File: src/rtl/conv_row_scheduler_pkg.sv
// Shared types and sizing helpers for the 1-D binary convolution row scheduler.
package conv_pkg;

  typedef enum logic [1:0] {
    IDLE,
    COMPUTE,
    EMIT
  } state_e;

  localparam int PSUM_W_DEFAULT = 32;

  function automatic int ofmap_w(input int ifmap_w, input int filter_w);
    return ifmap_w - filter_w + 1;
  endfunction

  // Index width that stays at least one bit even for single-entry ranges.
  function automatic int idx_w(input int n);
    return (n <= 2) ? 1 : $clog2(n);
  endfunction

endpackage

File: src/rtl/conv_row_scheduler_mac_pe.sv
// Binary MAC processing element: adds weight AND ifmap bit to the incoming psum.
module conv_mac_pe #(
  parameter int PSUM_W = 32
) (
  input  logic [PSUM_W-1:0] inpsum,
  input  logic              weight,
  input  logic              infmap_value,
  output logic [PSUM_W-1:0] outpsum
);

  assign outpsum = inpsum + PSUM_W'(weight & infmap_value);

endmodule

File: src/rtl/conv_row_scheduler.sv
// Sequences one time-multiplexed binary MAC PE over a filter/ifmap row pair,
// gating the PE off for zero ifmap bits and streaming psums out on valid/ready.
module conv_row_scheduler
  import conv_pkg::*;
#(
  parameter  int FILTER_W = 3,
  parameter  int IFMAP_W  = 8,
  parameter  int PSUM_W   = PSUM_W_DEFAULT,
  localparam int OFMAP_W  = ofmap_w(IFMAP_W, FILTER_W),
  localparam int IDX_W    = idx_w(OFMAP_W)
) (
  input  logic                clk,
  input  logic                reset,
  input  logic                cfg_valid,
  output logic                cfg_ready,
  input  logic [FILTER_W-1:0] cfg_weights,
  input  logic [IFMAP_W-1:0]  cfg_ifmap,
  output logic                out_valid,
  input  logic                out_ready,
  output logic [PSUM_W-1:0]   out_psum,
  output logic [IDX_W-1:0]    out_index,
  output logic                out_last,
  output logic                busy,
  output logic [31:0]         zero_skip_count
);

  localparam int TAP_W     = idx_w(FILTER_W);
  localparam int IFM_IDX_W = idx_w(IFMAP_W);

  if (FILTER_W < 1 || FILTER_W > IFMAP_W) begin : g_bad_cfg
    $error("conv_row_scheduler: FILTER_W must be in 1..IFMAP_W");
  end

  state_e               state_q, state_d;
  logic [FILTER_W-1:0]  weights_q, weights_d;
  logic [IFMAP_W-1:0]   ifmap_q, ifmap_d;
  logic [IDX_W-1:0]     pos_q, pos_d;
  logic [TAP_W-1:0]     tap_q, tap_d;
  logic [PSUM_W-1:0]    acc_q, acc_d;
  logic [31:0]          zsc_q, zsc_d;
  logic [PSUM_W-1:0]    psum_q, psum_d;
  logic [IDX_W-1:0]     index_q, index_d;
  logic                 last_q, last_d;

  logic [IFM_IDX_W-1:0] ifm_sel;
  logic                 ifm_bit;
  logic                 wt_bit;
  logic [PSUM_W-1:0]    pe_out;
  logic [PSUM_W-1:0]    acc_gated;

  assign ifm_sel = IFM_IDX_W'(pos_q) + IFM_IDX_W'(tap_q);
  assign ifm_bit = ifmap_q[ifm_sel];
  assign wt_bit  = weights_q[tap_q];

  conv_mac_pe #(
    .PSUM_W(PSUM_W)
  ) u_pe (
    .inpsum      (acc_q),
    .weight      (wt_bit),
    .infmap_value(ifm_bit),
    .outpsum     (pe_out)
  );

  // A zero ifmap bit never fires the PE, so the accumulator simply holds.
  assign acc_gated = ifm_bit ? pe_out : acc_q;

  always_ff @(posedge clk) begin
    if (reset) begin
      state_q   <= IDLE;
      weights_q <= '0;
      ifmap_q   <= '0;
      pos_q     <= '0;
      tap_q     <= '0;
      acc_q     <= '0;
      zsc_q     <= '0;
      psum_q    <= '0;
      index_q   <= '0;
      last_q    <= 1'b0;
    end else begin
      state_q   <= state_d;
      weights_q <= weights_d;
      ifmap_q   <= ifmap_d;
      pos_q     <= pos_d;
      tap_q     <= tap_d;
      acc_q     <= acc_d;
      zsc_q     <= zsc_d;
      psum_q    <= psum_d;
      index_q   <= index_d;
      last_q    <= last_d;
    end
  end

  always_comb begin
    state_d   = state_q;
    weights_d = weights_q;
    ifmap_d   = ifmap_q;
    pos_d     = pos_q;
    tap_d     = tap_q;
    acc_d     = acc_q;
    zsc_d     = zsc_q;
    psum_d    = psum_q;
    index_d   = index_q;
    last_d    = last_q;
    case (state_q)
      IDLE: begin
        if (cfg_valid) begin
          weights_d = cfg_weights;
          ifmap_d   = cfg_ifmap;
          pos_d     = '0;
          tap_d     = '0;
          acc_d     = '0;
          zsc_d     = '0;
          state_d   = COMPUTE;
        end
      end
      COMPUTE: begin
        acc_d = acc_gated;
        if (!ifm_bit && zsc_q != 32'hFFFF_FFFF) begin
          zsc_d = zsc_q + 32'd1;
        end
        if (tap_q == TAP_W'(FILTER_W - 1)) begin
          psum_d  = acc_gated;
          index_d = pos_q;
          last_d  = (pos_q == IDX_W'(OFMAP_W - 1));
          state_d = EMIT;
        end else begin
          tap_d = tap_q + TAP_W'(1);
        end
      end
      EMIT: begin
        if (out_ready) begin
          if (last_q) begin
            state_d = IDLE;
          end else begin
            pos_d   = pos_q + IDX_W'(1);
            tap_d   = '0;
            acc_d   = '0;
            state_d = COMPUTE;
          end
        end
      end
      default: state_d = IDLE;
    endcase
  end

  assign cfg_ready       = (state_q == IDLE);
  assign busy            = (state_q != IDLE);
  assign out_valid       = (state_q == EMIT);
  assign out_psum        = psum_q;
  assign out_index       = index_q;
  assign out_last        = last_q;
  assign zero_skip_count = zsc_q;

endmodule
File: config.mk
export PLATFORM = sky130hd
export DESIGN_NAME = conv_row_scheduler
export DESIGN_NICKNAME = d
export VERILOG_FILES = /design/src/rtl/conv_row_scheduler_pkg.sv /design/src/rtl/conv_row_scheduler_mac_pe.sv /design/src/rtl/conv_row_scheduler.sv
export SDC_FILE = /design/constraint.sdc
export NUM_CORES = 1
export LEC_CHECK = 0
export CORE_ASPECT_RATIO = 1.2
export CORE_MARGIN = 5
export CORE_UTILIZATION = 54
export DETAILED_ROUTE_END_ITERATION = 8
export PLACE_DENSITY = 0.8
export RECOVER_POWER = 25
export SLEW_MARGIN = 20
export SYNTH_ARGS = -nofsm -noshare
export SYNTH_HDL_FRONTEND = slang
export SYNTH_SLANG_ARGS = --single-unit
File: constraint.sdc
create_clock -name clk -period 3.8 [get_ports clk]
set_input_delay 0.76 -clock clk [delete_from_list [all_inputs] [get_ports clk]]
set_output_delay 0.76 -clock clk [all_outputs]
set_load 0.01 [all_outputs]
==> results.ini <==
[outcome]
status=complete, but fails checks
violations=max-capacitance violations, max-slew violations

[clock_network]
cts_buffer_depth=2
hold_buffers=0
cts_setup_buffers=0
clock_latency_ps=410
cts.sink_count=118
clkTransAtPathRegs_ps=50
cts_root_buf=clkbuf_16
htree_levels=4
cts_resized=0
cts_tree=yes
cts_buffers=17

[pwr]
p_comb_share_pct=6.6
switchingPower_w=0.000692
sw_frac_of_total_pct=22.9
pwr-share-clk_pct=51.5
internal_power_w=0.00233
irDropWorstVdd_uv=253
seqPwrFrac_pct=41.9
p_leak_nw=2.51
finalPower_w=0.00302
pwr_density_cell_nw_per_um2=418

[global_route]
use_met1_pct=27.5
grt_use_met2_pct=40.1
grt_use_total_pct=23.6
grt_overflow=0
grt_max_degree=48
antenna_found_initial=0
busiest_layer=met2
first_global_vias=5322
grt_pass1_wl_mm=24.9
use_met3_pct=5.48

[routing]
drt-initial-drc-count=345
vias_per_cell=6.09
wl_per_cell_um=16.3
drt_wl_total_mm=15.0
remaining_drc_errors=0
vias=5608
dr.pass1.iters=5
ant_nets=0

[die]
die_w_um=104
initial_core_util_pct=54.9
rows=41
floorplan.io_pins=86
core_um2=10500
die_area_um2=12900
die_y_um=123

[final_layout]
diodes=0
areaGrowthSynthToFinish_pct=25.2
layout.nets=802
drive_above_1_share_pct=7.20

[synth]
synth.avg_cell_area_um2=8.11
synth_area_leaders=dfxtp_1, nand2_1, nor2_1
synthArstFlopShare_pct=0
synth_xor_xnor_area_share_pct=4.85
ys_ff_latch=118
synth_top_area_cell=dfxtp_1
synth_top_flop_cell=dfxtp_1
synthDistinctLibCells=49
synth_cells=712
ys_seq_area_share_pct=40.9
synthAdderAreaFrac_pct=1.86
synth-simple-area-share_pct=24.1
synth-edff-count=0
synthMuxAreaShare_pct=1.84
synthDominantCellAreaShare_pct=40.9
syn_nets=735
synth_compound_area_share_pct=21.9
netlist_area_um2=5780
yosysWarnings=0
yosysMostFrequentCell=dfxtp_1
synth_top_family_by_area=simple AND/OR/NAND/NOR gates
synth_common_cells=dfxtp_1, nand2_1, nor2_1

[timing]
relSlewSlack_pct=-3.15
setup_tns_ps=0
setup_viol=0
post-route-period-util_pct=87.1
slew_viol_final=48
worst_pin_slew_ps=1550
rsz0062_at_grt=false
min_period_ps=3310
fin_skew_ps=11.0
fmax_ghz=0.302
postLayoutSetupSlackWorst_ps=492
hold_viol_final=0

[flow_run]
drv_cap=1

[worst_setup_path]
required_ps=4130
arrival_ps=3640
startpoint_type=flop
cp_max_fo=10
critPathKind=flop to flop
crit_path_end_kind=flop

[placement]
place_ws_ps=599
gp_congestion=0.896
portBuffers=85
hpwlAfterDp_mm=10.4

[worst_hold_path]
min_path_type=flop to flop

## metal layers
metal,routed length [um],up-vias
li1,-,2742
met1,6090,2593
met2,7550,239
met3,974,34
met4,423,0
met5,0,-
## through the flow
| stage | area [um^2] | utilization, % | hold WS (ps) | instances |
|---|---|---|---|---|
| 2_1_floorplan | 5780 | - | 433 | 712 |
| 3_3_place_gp | 6660 | 63.4 | 447 | 889 |
| 3_5_place_dp | 6660 | 63.4 | 447 | 889 |
| 4_1_cts | 7240 | 68.9 | 454 | 921 |
| 5_1_grt | 7230 | 68.8 | 476 | 921 |
| 6_report | 7230 | 68.8 | 453 | 921 |
## worst paths after layout
path / slack, ps / from / endpoint / cells past startpoint
max reg2reg: 490 / pos_q[0] / acc_q[10] / 14
max: 490 / pos_q[0] / acc_q[10] / 14
min: 450 / ifmap_q[2] / ifmap_q[2] / 2
min reg2reg: 450 / ifmap_q[2] / ifmap_q[2] / 2
## flip-flops by register name (all words and copies together) (netlist names)
name / flops
ifmap_q: 8
state_q: 2
pos_q: 3
acc_q: 32
out_psum: 32
tap_q: 2
out_last: 1
zero_skip_count: 32
out_index: 3
weights_q: 3
## cells in the final DEF (no fill, tap or decap), types with 21 or more instances in the layout
cell,netlist,layout
a211oi_1,30,30
o31ai_1,21,21
a31oi_1,38,38
a21oi_1,45,45
nand2_1,90,90
dfxtp_1,118,118
nand3_1,31,31
dlygate4sd3_1,0,32
o21ai_0,34,34
nor2_1,70,70
clkdlybuf4s50_1,0,52
## logic make-up after synthesis
group | count (synthesis)
simple gates | 286
compound gates | 199
flops | 118
buf+inv | 61
xor+xnor | 32
mux | 8
fa+ha+maj | 8
## critical path, cell delays in order, from the launching register on
cell and delay (ps):
dfxtp_1 430, ha_1 180, inv_1 50, fa_1 460, mux4_2 250, mux2i_1 110
nor2_1 160, ha_1 200, ha_1 180, inv_1 70, nor2_1 290, buf_4 240
nand4_1 170, or3_1 350, o21ai_0 70
## layout make-up
type	count	area [um^2]
Multi-Input combinational cell	533	3150
Clock buffer	22	474
Fill cell	859	3280
Clock inverter	10	103
Timing Repair Buffer	98	936
Inverter	11	41.3
Sequential cell	118	2360
Tap cell	129	161
## power groups by stage
stage                     sequential, W  clock (W)  combinational (W)
after floorplan                 0.00129          0           0.000130
after global placement          0.00129          0           0.000194
after global routing            0.00127    0.00163           0.000219
after CTS                       0.00127    0.00157           0.000202
after detailed placement        0.00129          0           0.000199
final                           0.00127    0.00156           0.000200
Power figures use the tool's default switching activity.
